===== config.mk =====
export PLATFORM = sky130hd
export DESIGN_NAME = m_blit_step_counter
export DESIGN_NICKNAME = d
export VERILOG_FILES = /design/src/rtl/blit_ctr_pkg.sv /design/src/rtl/m_blit_nib_add.sv /design/src/rtl/m_blit_step_counter.sv
export SDC_FILE = /design/constraint.sdc
export NUM_CORES = 1
export LEC_CHECK = 0
export ABC_AREA = 1
export CORE_MARGIN = 1.5
export CORE_UTILIZATION = 45
export CTS_BUF_LIST = sky130_fd_sc_hd__clkbuf_4 sky130_fd_sc_hd__clkbuf_8
export DETAILED_ROUTE_END_ITERATION = 10
export PLACE_DENSITY_LB_ADDON = 0.15
export SLEW_MARGIN = 10
export SYNTH_ARGS = -nofsm -noshare
export SYNTH_HDL_FRONTEND = slang
export SYNTH_SLANG_ARGS = --single-unit

===== constraint.sdc =====
create_clock -name clk_i -period 10.85 [get_ports clk_i]
set_input_delay 2.17 -clock clk_i [delete_from_list [all_inputs] [get_ports clk_i]]
set_output_delay 2.17 -clock clk_i [all_outputs]
set_load 0.1 [all_outputs]

===== src/rtl/blit_ctr_pkg.sv =====
// Shared types, constants and helpers for the blitter address-stepping counter.
package blit_ctr_pkg;

  typedef enum logic [1:0] {
    ST_IDLE = 2'd0,
    ST_RUN  = 2'd1,
    ST_FIN  = 2'd2
  } state_e;

  localparam state_e RST_STATE = ST_IDLE;
  localparam logic   RST_FLAG  = 1'b0;

  function automatic int nibbles(input int width);
    return width / 4;
  endfunction

  // The nibble slices emit no carry, so the carry chain is rebuilt here from the slice operands.
  function automatic logic nib_carry(input logic [3:0] x, input logic [3:0] y, input logic cin);
    logic [4:0] s;
    s = {1'b0, x} + {1'b0, y} + {4'b0000, cin};
    return s[4];
  endfunction

endpackage


===== src/rtl/m_blit_nib_add.sv =====
// One 4-bit adder slice with carry-in and no carry-out.
module m_blit_nib_add (
  input  logic [3:0] x_i,
  input  logic [3:0] y_i,
  input  logic       cin_i,
  output logic [3:0] z_o
);

  assign z_o = x_i + y_i + {3'b000, cin_i};

endmodule


===== src/rtl/m_blit_step_counter.sv =====
// Loadable address-stepping counter for the blitter inner loop.
// Optional macro BLIT_SUB_EN adds the sub_i port for subtracting the step.
module m_blit_step_counter
  import blit_ctr_pkg::*;
#(
  parameter int WIDTH = 16,
  parameter int CNT_W = 8
) (
  input  logic             clk_i,
  input  logic             reset_i,
  input  logic             load_i,
  input  logic [WIDTH-1:0] ld_addr_i,
  input  logic [WIDTH-1:0] ld_step_i,
  input  logic [CNT_W-1:0] ld_count_i,
  input  logic             go_i,
  input  logic             adv_i,
`ifdef BLIT_SUB_EN
  input  logic             sub_i,
`endif
  output logic [WIDTH-1:0] addr_o,
  output logic             busy_o,
  output logic             done_o,
  output logic             wrap_o
);

  localparam int NIBBLES = nibbles(WIDTH);
  localparam logic [CNT_W-1:0] CNT_ONE = {{(CNT_W-1){1'b0}}, 1'b1};

  state_e           state_q, state_d;
  logic [WIDTH-1:0] addr_q, addr_d;
  logic [WIDTH-1:0] step_q, step_d;
  logic [CNT_W-1:0] cnt_q, cnt_d;
  logic             wrap_q, wrap_d;

  logic             sub_s;
  logic [WIDTH-1:0] opnd_s;
  logic [WIDTH-1:0] sum_s;
  logic [NIBBLES:0] carry_s;
  logic             wrap_hit_s;
  logic             busy_s;
  logic             done_s;

`ifdef BLIT_SUB_EN
  assign sub_s = sub_i;
`else
  assign sub_s = 1'b0;
`endif

  // Subtraction is addition of the inverted step with a forced carry-in.
  assign opnd_s     = sub_s ? ~step_q : step_q;
  assign carry_s[0] = sub_s;
  assign wrap_hit_s = sub_s ? ~carry_s[NIBBLES] : carry_s[NIBBLES];

  for (genvar k = 0; k < NIBBLES; k++) begin : g_nib
    m_blit_nib_add u_nib (
      .x_i   (addr_q[4*k +: 4]),
      .y_i   (opnd_s[4*k +: 4]),
      .cin_i (carry_s[k]),
      .z_o   (sum_s[4*k +: 4])
    );
    assign carry_s[k+1] = nib_carry(addr_q[4*k +: 4], opnd_s[4*k +: 4], carry_s[k]);
  end

  // State and datapath registers.
  always_ff @(posedge clk_i) begin
    if (reset_i) begin
      state_q <= RST_STATE;
      addr_q  <= {WIDTH{1'b0}};
      step_q  <= {WIDTH{1'b0}};
      cnt_q   <= {CNT_W{1'b0}};
      wrap_q  <= RST_FLAG;
    end else begin
      state_q <= state_d;
      addr_q  <= addr_d;
      step_q  <= step_d;
      cnt_q   <= cnt_d;
      wrap_q  <= wrap_d;
    end
  end

  // Next-state and datapath update.
  always_comb begin
    state_d = state_q;
    addr_d  = addr_q;
    step_d  = step_q;
    cnt_d   = cnt_q;
    wrap_d  = wrap_q;
    case (state_q)
      ST_IDLE: begin
        if (load_i) begin
          addr_d = ld_addr_i;
          step_d = ld_step_i;
          cnt_d  = ld_count_i;
        end else begin
          addr_d = addr_q;
        end
        if (go_i) begin
          state_d = ST_RUN;
          wrap_d  = 1'b0;
        end else begin
          state_d = ST_IDLE;
        end
      end
      ST_RUN: begin
        if (adv_i) begin
          addr_d = sum_s;
          cnt_d  = cnt_q - CNT_ONE;
          wrap_d = wrap_q | wrap_hit_s;
          // A stored count of zero wraps to all-ones here, giving 2^CNT_W iterations.
          if (cnt_q == CNT_ONE) begin
            state_d = ST_FIN;
          end else begin
            state_d = ST_RUN;
          end
        end else begin
          state_d = ST_RUN;
        end
      end
      ST_FIN: begin
        state_d = ST_IDLE;
      end
      default: begin
        state_d = ST_IDLE;
      end
    endcase
  end

  // Status decode from the registered state.
  always_comb begin
    busy_s = 1'b0;
    done_s = 1'b0;
    case (state_q)
      ST_RUN:  busy_s = 1'b1;
      ST_FIN:  done_s = 1'b1;
      default: begin
        busy_s = 1'b0;
        done_s = 1'b0;
      end
    endcase
  end

  assign addr_o = addr_q;
  assign busy_o = busy_s;
  assign done_o = done_s;
  assign wrap_o = wrap_q;

endmodule


=== Yosys cells after proc, flatten, opt, wreduce, memory -nomap -nowiden ===
Index checks and enable logic that the tools add are counted.

* Flip-flop bits (word level): 43
* Input port bits: 45

* Add/subtract/negate cells: 15
* Eq/ne operators: 6
* Muxes and demuxes: 15
* Bitwise logic cells: 1
* Reductions and logical operators: 5

{| class="wikitable"
|+ Operators by type and width
! cell !! count
|-
| $mux W16 || 2
|-
| $pmux W16 S2 || 1
|-
| $add A4 B4 Y5 || 4
|-
| $add A4 B4 Y4 || 4
|-
| $mux W8 || 2
|-
| $pmux W8 S2 || 1
|-
| $add A5 B1 Y5 || 3
|-
| $add A4 B1 Y4 || 3
|-
| $eq A8 B1 Y1 const B || 1
|-
| $sub A8 B1 Y8 const B || 1
|-
| $ne A2 B2 Y1 const B || 3
|-
| $reduce_and A3 Y1 || 2
|-
| $mux W1 || 5
|-
| $mux W2 || 2
|-
| $pmux W2 S2 || 1
|-
| $eq A2 B1 Y1 const B || 1
|-
| $eq A2 B2 Y1 const B || 1
|-
| $logic_not A2 Y1 || 1
|-
| $pmux W1 S2 || 1
|-
| $reduce_and A2 Y1 || 1
|-
| $reduce_bool A2 Y1 || 1
|-
| $or A1 B1 Y1 || 1
|}

=== Longest topological paths before layout ===
Gate-level depths: netlist of run 1.

* Depth in word-level cells: 7
* Mapped depth: 19

=== Cells and area by module ===
A second synthesis of run 1 with hierarchy kept.

* Cells, all modules: 409
* Area, all modules: 2786.4 um^2

{| class="wikitable"
|+ Modules (own cells, without submodules)
! module !! times used !! cells an instance !! area an instance (um^2) !! seq. area each (um^2)
|-
| m_blit_step_counter || 1 || 303 || 2153.3 || 860.8
|-
| m_blit_nib_add (g_nib[0].u_nib ...) || 3 || 27 || 160.2 || 0.0
|-
| m_blit_nib_add (g_nib[3].u_nib) || 1 || 25 || 152.6 || 0.0
|}

=== Worst setup path after synthesis of run 1 ===
Ideal clock, no wire load.

* Kind: flip-flop to flip-flop
* Start point: register addr_q[0] (netlist: addr_o[0])
* End point: register addr_q[13] (netlist: addr_o[13])
* Setup time: 0.070 ns
* Arrival: 4.864 ns
* Required time: 10.780 ns
* Path slack: 5.917 ns
* Cell stages (with the launch flop): 19
* Period minus slack after synthesis: 4.933 ns
* Cells stage by stage: dfxtp_1 ha_1 fa_1 a21oi_1 o21bai_1 fa_1 fa_1 a21oi_1 o21bai_1 fa_1 fa_1 a21oi_1 o21bai_1 fa_1 inv_1 fa_1 o21ai_0 o21ai_0 a21oi_1

* Longest elaborated chain between the ends: 6

{| class="wikitable"
|+ RTL lines
! item !! line !! RTL
|-
| from (decl) || m_blit_step_counter.sv:30 || <nowiki>logic [WIDTH-1:0] addr_q, addr_d;</nowiki>
|-
| from (signal assigned) || m_blit_step_counter.sv:68 || <nowiki>addr_q <= {WIDTH{1'b0}};</nowiki>
|-
| from (signal assigned) || m_blit_step_counter.sv:74 || <nowiki>addr_q <= addr_d;</nowiki>
|-
| $add A4 B4 Y5 || blit_ctr_pkg.sv:20 || <nowiki>s = {1'b0, x} + {1'b0, y} + {4'b0000, cin};</nowiki>
|-
| $add A5 B1 Y5 (2 in a row) || blit_ctr_pkg.sv:20 ||
|-
| $add A4 B1 Y4 || m_blit_nib_add.sv:9 || <nowiki>assign z_o = x_i + y_i + {3'b000, cin_i};</nowiki>
|-
| $mux W16 || m_blit_step_counter.sv:105 || <nowiki>if (adv_i) begin</nowiki>
|-
| $pmux W16 S2 || m_blit_step_counter.sv:88 || <nowiki>case (state_q)</nowiki>
|}

Every way passes these cells. The select of a mux whose other input is x is not followed.
A chain may end at the register's enable or synchronous reset.

=== Final worst setup path of run 1 ===
* Start point: register state_q[0]
* End point: output port busy_o

* Longest elaborated chain between the ends: 2

{| class="wikitable"
|+ RTL lines
! item !! line !! RTL
|-
| from (decl) || m_blit_step_counter.sv:29 || <nowiki>state_e state_q, state_d;</nowiki>
|-
| from (signal assigned) || m_blit_step_counter.sv:73 || <nowiki>state_q <= state_d;</nowiki>
|-
| $eq A2 B1 Y1 || m_blit_step_counter.sv:132 || <nowiki>case (state_q)</nowiki>
|-
| $mux W1 || m_blit_step_counter.sv:132 ||
|-
| to (decl) || m_blit_step_counter.sv:21 || <nowiki>output logic busy_o,</nowiki>
|}

Every way passes these cells.

==> flow_metrics.py, run 1 <==
metrics = {
    "timing": {
        "fin_crit_ns": 4.965,
        "hold-worst-slack_ns": 0.4844,
        "fmax_ghz": 0.2014,
        "setup-tns-final_ns": 0,
        "finalSetupViolCount": 0,
        "fin_skew_ns": 0.006564,
        "worst_pin_slew_ns": 1.009,
        "drv_slew": 0,
        "hold_violations": 0,
        "rsz0062_at_grt": "false",
        "period_share_pct": 45.76,
        "relSlewSlack_pct": 32.51,
    },
    "worst_setup_path": {
        "crit_arrival_ns": 2.79,
        "path_max_fanout": 33,
        "start_kind": "flip-flop",
        "cp.required_ns": 8.68,
        "crit_type": "flip-flop to primary output",
        "endpoint_kind": "primary output",
    },
    "min_path": {
        "hold_path_class": "flip-flop to flip-flop",
    },
    "power_and_ir_drop": {
        "switching_share_pct": 39.60,
        "power.internal_mw": 0.2826,
        "p_per_area_nw_per_um2": 148.1,
        "power_switching_mw": 0.1852,
        "seqPwrFrac_pct": 40.3,
        "p_leak_nw": 1.351,
        "ir_drop_mv": 0.06693,
        "pwr-share-clk_pct": 22.7,
        "p_comb_share_pct": 36.9,
    },
    "detailed_routing": {
        "vias": 2338,
        "drt-vias-per-instance": 5.150,
        "drc": 0,
        "drt_wl_total_mm": 6.183,
        "drt-initial-drc-count": 109,
        "first_pass_iters": 4,
        "wl_per_cell_um": 13.62,
        "ant_nets": 0,
    },
    "clock_network": {
        "cts_inserted_buffers": 5,
        "postCtsSetupBuffers": 0,
        "cts_resized": 0,
        "cts_buffer_depth": 2,
        "numClockSinks": 43,
        "cts.clk_slew.worst_paths_ns": 0.08,
        "hold_buffers": 0,
        "clkLatencyLatePin_ns": 0.30,
        "cts_root_buf": "clkbuf_8",
        "htree_levels": 2,
        "cts_tree": "done",
    },
    "global_routing": {
        "grt_use_total_pct": 22.14,
        "grt_pass1_wl_mm": 10.41,
        "gr-total-overflow": 0,
        "grt_pass1_vias": 2267,
        "grt_max_degree": 36,
        "antenna_found_initial": 0,
    },
    "place": {
        "port_buffers": 63,
        "place_congestion": 0.7868,
        "hpwl_mm": 4.353,
        "dpl_cell_area_um2": 3070,
    },
    "synthesis": {
        "yosysTopAreaCell": "dfxtp_1",
        "synth_edf_count": 0,
        "syn_area_per_cell_um2": 7.473,
        "syn-num-nets": 395,
        "ys.flop_type": "dfxtp_1",
        "yosysMostFrequentCell": "nand2_1",
        "ys_types": 29,
        "yosysSeqAreaShare_pct": 35.12,
        "syn_area_um2": 2451,
        "ys_warn_count": 0,
        "syn_inst": 328,
        "synth_common_cells": "nand2_1, o21ai_0, dfxtp_1",
        "synth_area_leaders": "dfxtp_1, o21ai_0, nand2_1, ha_1, nor2_1",
        "synthArstFlopShare_pct": 0,
        "synth-seq-cells": 43,
        "synth_top_area_share_pct": 35.12,
    },
    "floorplan": {
        "die-area_um2": 5899,
        "fp-row-count": 26,
        "io_pins": 64,
        "die_h_um": 76.81,
        "die_width_um": 76.81,
        "initial_utilization_pct": 47.39,
        "core_um2": 5172,
    },
    "outcome": {
        "status": "finished clean",
    },
    "finish": {
        "antenna-diode-count": 0,
        "final_net_count": 450,
        "drive_gt1_share_pct": 4.948,
        "area_growth_syn_to_layout_pct": 28.89,
        "final_area_um2": 3159,
    },
    "run": {
        "cap_violations": 0,
    },
}
## registers in the layout, summed over array words and instances, names as in the netlist
signal,cells
opnd_s,16
state_q,2
wrap_o,1
addr_o,16
cnt_q,8
## cell families (layout without fill, tap and decap cells)
group                      count (synthesis)  in the layout  synth area share (%)
and+or+nand+nor                          129            129                 21.85
AOI/OAI and AO/OA                         86             86                 19.55
DFF                                       43             43                 35.12
buffers and inverters                     43             99                 8.320
adders and majority gates                 22             22                 13.37
xor gates and xnor gates                   5              5                 1.787
## per-stage QoR
step / utilization (%) / cells / setup WS (ns) / power [mW]
floorplan: - / 328 / 5.917 / 0.3186
global placement: 59.36 / 446 / 6.232 / 0.3618
detailed placement: 59.36 / 446 / 5.992 / 0.3649
CTS: 61.08 / 454 / 5.886 / 0.4710
global route: 61.08 / 454 / 5.730 / 0.4964
finish: 61.08 / 454 / 5.885 / 0.4678
## path summary, 6_finish.rpt
check | startpoint | end | slack [ns] | cells past startpoint
max reg2reg | addr_o[0] | addr_o[13] | 5.99 | 18
min reg2reg | cnt_q[3] | cnt_q[3] | 0.48 | 2
min | cnt_q[3] | cnt_q[3] | 0.48 | 2
max | state_q[0] | busy_o | 5.89 | 3
## layer usage
layer / global-route usage [%] / vias to the layer above / wire, um
met3: 5.119 / 10 / 230
met2: 38.14 / 43 / 3049
li1: - / 1191 / -
met1: 26.93 / 1094 / 2799
met4: 7.593 / 0 / 103
met5: 0 / - / 0
## power by group through the flow
stage	sequential (mW)	combinational (mW)	clock [mW]
6_report	0.189	0.173	0.106
5_1_grt	0.191	0.189	0.116
4_1_cts	0.189	0.174	0.109
3_5_place_dp	0.192	0.173	0
3_3_place_gp	0.191	0.171	0
2_1_floorplan	0.237	0.0814	0
## critical path: stages, from the launching register on
cell             delay, ns
dfxtp_1               0.38
nand2_2               0.29
inv_2                 0.56
clkdlybuf4s50_1       1.24
## area by class of cell
type,instances,area (um2)
Multi-Input combinational cell,242,1386
Tap cell,70,87.58
Timing Repair Buffer,63,630.6
Clock inverter,1,5.005
Fill cell,494,2013
Sequential cell,43,860.8
Inverter,28,105.1
Clock buffer,7,83.83
## placed cells by master, fill, tap and decap left out, types with 2 or more instances in the layout
| cell | instances |
|---|---|
| ha_1 | 15 |
| nand4_1 | 3 |
| clkbuf_4 | 2 |
| a21oi_1 | 21 |
| nor2_1 | 39 |
| dfxtp_1 | 43 |
| fa_1 | 7 |
| inv_1 | 25 |
| o21ai_2 | 2 |
| a21oi_2 | 2 |
| clkbuf_8 | 5 |
| nand2_1 | 61 |
| or2_2 | 2 |
| a31oi_1 | 10 |
| o21ai_0 | 46 |
| xor2_1 | 3 |
| clkinv_1 | 2 |
| o21bai_1 | 3 |
| nand3_1 | 20 |
| clkdlybuf4s50_1 | 63 |
| xnor2_1 | 2 |
Note: power is estimated with default switching activity, not from simulation.
==> run 2: changes to the inputs <==
clock period = 5.1 ns   (was 10.85 ns; I/O delays follow)
==> flow_metrics.py, run 2 (synthesis gave the netlist of run 1 again) <==
metrics = {
    "outcome": {
        "status": "finished clean",
    },
    "finish": {
        "layout_commonest_cell": "clkdlybuf4s50_1",
        "area_growth_syn_to_layout_pct": 29.20,
        "final_net_count": 451,
        "antenna-diode-count": 0,
        "final_util_pct": 61.22,
        "drive_gt1_share_pct": 5.195,
        "layout_common_cells": "clkdlybuf4s50_1, nand2_1, o21ai_0",
    },
    "clock_network": {
        "cts_inserted_buffers": 5,
        "clkLatencyLatePin_ns": 0.30,
        "cts_tree": "done",
        "cts.clk_slew.worst_paths_ns": 0.08,
        "cts_resized": 0,
        "htree_levels": 2,
        "cts_root_buf": "clkbuf_8",
        "cts_buffer_depth": 2,
        "hold_buffers": 0,
        "postCtsSetupBuffers": 0,
        "numClockSinks": 43,
    },
    "detailed_routing": {
        "drc": 0,
        "drt-vias-per-instance": 5.171,
        "vias": 2353,
        "drt-initial-drc-count": 76,
        "wl_per_cell_um": 12.95,
        "drt_wl_total_mm": 5.894,
        "ant_nets": 0,
        "first_pass_iters": 4,
    },
    "timing": {
        "worst_pin_slew_ns": 1.016,
        "finalSetupViolCount": 0,
        "period_share_pct": 93.30,
        "fmax_ghz": 0.2102,
        "rsz0062_at_grt": "false",
        "relSlewSlack_pct": 32.06,
        "fin_crit_ns": 4.758,
        "hold_violations": 0,
        "fin_skew_ns": 0.01127,
        "setup-tns-final_ns": 0,
        "drv_slew": 0,
    },
    "floorplan": {
        "io_pins": 64,
        "die_h_um": 76.81,
        "die-area_um2": 5899,
        "core_um2": 5172,
        "initial_utilization_pct": 47.39,
        "fp-row-count": 26,
        "die_width_um": 76.81,
    },
    "worst_setup_path": {
        "reg2reg_from": "addr_o[0]",
        "crit_arrival_ns": 4.98,
        "r2r_end": "addr_o[13]",
        "cp.required_ns": 5.32,
        "endpoint_kind": "flip-flop",
        "reg2regPathDepth": 18,
        "rrSetupSlack_ns": 0.34,
        "endpoint": "addr_o[13]",
        "startpoint": "addr_o[0]",
        "path_max_fanout": 3,
        "crit_type": "flip-flop to flip-flop",
        "start_kind": "flip-flop",
    },
    "place": {
        "place_congestion": 0.7941,
        "port_buffers": 63,
        "hpwl_mm": 4.112,
    },
    "power_and_ir_drop": {
        "finalPower_mw": 0.9913,
        "p_per_area_nw_per_um2": 313.0,
        "ir_drop_mv": 0.2231,
        "p_leak_nw": 1.356,
    },
    "global_routing": {
        "gr-total-overflow": 0,
        "grt_pass1_vias": 2203,
        "antenna_found_initial": 0,
        "grt_max_degree": 35,
        "grt_pass1_wl_mm": 10.02,
        "grt_use_total_pct": 20.91,
    },
    "min_path": {
        "hold_path_class": "flip-flop to flip-flop",
    },
    "run": {
        "cap_violations": 0,
    },
}
-- run 2: cell types whose count changed in the layout (fill, tap and decap cells not counted) --
cell	change
buf_4	+1
-- run 2: critical path: stages, from the launching register on --
cell and delay (ns):
dfxtp_1 0.32, ha_1 0.22, fa_1 0.41, a21oi_1 0.16
o21bai_1 0.11, fa_1 0.41, fa_1 0.41, a21oi_1 0.17
o21bai_1 0.10, fa_1 0.41, fa_1 0.42, a21oi_1 0.16
o21bai_1 0.09, fa_1 0.40, inv_1 0.09, fa_1 0.40
o21ai_0 0.15, o21ai_0 0.11, a21oi_1 0.15
-- run 2: power breakdown --
group | internal [mW] | switching (mW) | total, mW
Sequential | 0.370 | 0.0304 | 0.400
Combinational | 0.125 | 0.242 | 0.367
Clock | 0.107 | 0.118 | 0.225
-- run 2: final cells by class --
| type | count | area, um2 |
|---|---|---|
| inverters | 28 | 105.1 |
| repair buffers | 64 | 638.1 |
| multi-input cells | 242 | 1386 |
| clock buffers | 7 | 83.83 |
| well taps | 70 | 87.58 |
| clock inverters | 1 | 5.005 |
| flip-flops and latches | 43 | 860.8 |
| fillers | 482 | 2006 |
-- run 2: metal layers --
metal | track usage [%] | vias to the layer above | part of all wire [%]
met1 | 26.42 | 1097 | 47
met4 | 5.741 | 0 | 1.0
met3 | 5.000 | 7 | 5.1
met2 | 35.40 | 50 | 47
met5 | 0 | - | 0
li1 | - | 1199 | -
-- run 2: worst min path at each step --
| stage | start | endpoint | cells after the start |
|---|---|---|---|
| 4_1_cts | cnt_q[6] | cnt_q[6] | 2 |
| 3_3_place_gp | cnt_q[3] | cnt_q[3] | 2 |
| 2_1_floorplan | cnt_q[3] | cnt_q[3] | 2 |
| 6_report | cnt_q[6] | cnt_q[6] | 2 |
| 3_5_place_dp | cnt_q[6] | cnt_q[6] | 2 |
| 5_1_grt | addr_o[3] | addr_o[3] | 2 |
-- run 2: stage by stage --
step / hold WS (ns) / instance area (um2) / setup slack (ns) / instances
final: 0.4933 / 3167 / 0.3419 / 455
after global routing: 0.5168 / 3167 / 0.01749 / 455
after CTS: 0.4947 / 3167 / 0.3340 / 455
after detailed placement: 0.4821 / 3078 / 0.3541 / 447
after global placement: 0.4693 / 3078 / 0.4949 / 447
after floorplan: 0.4471 / 2451 / 0.1666 / 328
==> patch: new RTL, flow settings as in run 1 <==
Register the outputs `busy_o` and `done_o`; this adds one clock of latency there. The other outputs are not delayed to match.
--- a/src/rtl/m_blit_step_counter.sv
+++ b/src/rtl/m_blit_step_counter.sv
@@ -142,4 +142,6 @@
   assign addr_o = addr_q;
-  assign busy_o = busy_s;
-  assign done_o = done_s;
+  always_ff @(posedge clk_i) begin
+    busy_o <= busy_s;
+    done_o <= done_s;
+  end
   assign wrap_o = wrap_q;
Check against the original RTL: not equivalent (Yosys sat finds a counterexample within 4 cycles, from zero or initial values and one cycle with reset_i high).
==> patch against run 1 <==
Wire length shrank 4.9%; synthesized area grew 0.66%; design area is 0.83% higher; cell count stayed put; total power up 1.4%; die area grew 0.63%; setup slack improved by 0.13 ns; register-to-register slack improved by 0.02 ns; core utilization is 0.12 points higher; critical path depth up 15; sequential cell count is 2 higher; critical path type is now reg -> reg.
==> patch: results (changes against run 1) <==
Met1 usage - 27.2% (+0.23 points)
Met3 Wirelength - 291 um (+27%)
Register area - 901 sq um (+4.7%)
Multi-input gate area - 1380 sq um (-0.81%)
Wire length on met2 - 2850 um (-6.6%)
Post-route design area - 3190 sq um (+0.83%)
DR iter-0 viols - 185 (+70%)
Post-detailed-route wirelength per cell - 13.0 um (-4.9%)
Worst path arrival time - 5.07 ns (+2.28 ns)
CORE AREA - 5200 sq um (+0.63%)
Total nets after synthesis - 396 (+0.25%)
Via count - 2323 (-0.64%)
Largest net degree at the start of global routing - 37 (+2.8%)
Status - completed
Dpl cell area - 3100 sq um (+0.82%)
Synth Area per Inst - 7.50 sq um (+0.36%)
Fraction of layout cells with a size suffix above 1 - 3.91% (-1.0 points)
# fillers - 501 (+1.4%)
Skew final - 0.00274 ns (-0.00382 ns)
Sequential cells - 45 (+4.7%)
Routing usage on met2 - 35.8% (-2.3 points)
Dpl cells - 447 (+0.22%)
CP max stage delay - 0.42 ns (-0.82 ns)
Synth area leaders - dfxtp_1, o21ai_0, nand2_1
Delay-heaviest family, CP - adder cells
Worst-path fanout max - 3 (-91%)
Clock-cell share - 2.83% (+0.016 points)
Global-route wire length before repair - 10200 um (-2.4%)
Non-clk buf share - 19.8% (-0.16 points)
Vias in the first global route - 2228 (-1.7%)
Gpl congestion - 0.850 (+8.0%)
Setup Slack @ Placement - 6.07 ns (+0.0774 ns)
==> patch: logic make-up (layout without fill, tap and decap cells) <==
family | after synthesis | count (layout) | share of synthesized area, %
AO/OA/AOI/OAI | 88 | 88 | 19.5
XOR/XNOR | 5 | 5 | 1.78
adder cells (fa/ha/maj) | 22 | 22 | 13.3
buffers and inverters | 42 | 97 | 7.76
flip-flops | 45 | 45 | 36.5
AND/OR/NAND/NOR | 127 | 127 | 21.1
==> patch: worst paths after layout <==
path / from / to / slack [ns] / cells past startpoint
setup reg to reg: addr_o[0] / addr_o[13] / 6.01 / 18
setup / recovery: addr_o[0] / addr_o[13] / 6.01 / 18
hold / removal: state_q[0] / done_o / 0.47 / 1
hold reg to reg: state_q[0] / done_o / 0.47 / 1
==> patch: power breakdown <==
part	internal [W]	switching, W
Combinational	0.0000577	0.000113
Clock	0.0000531	0.0000547
Sequential	0.000181	0.0000147
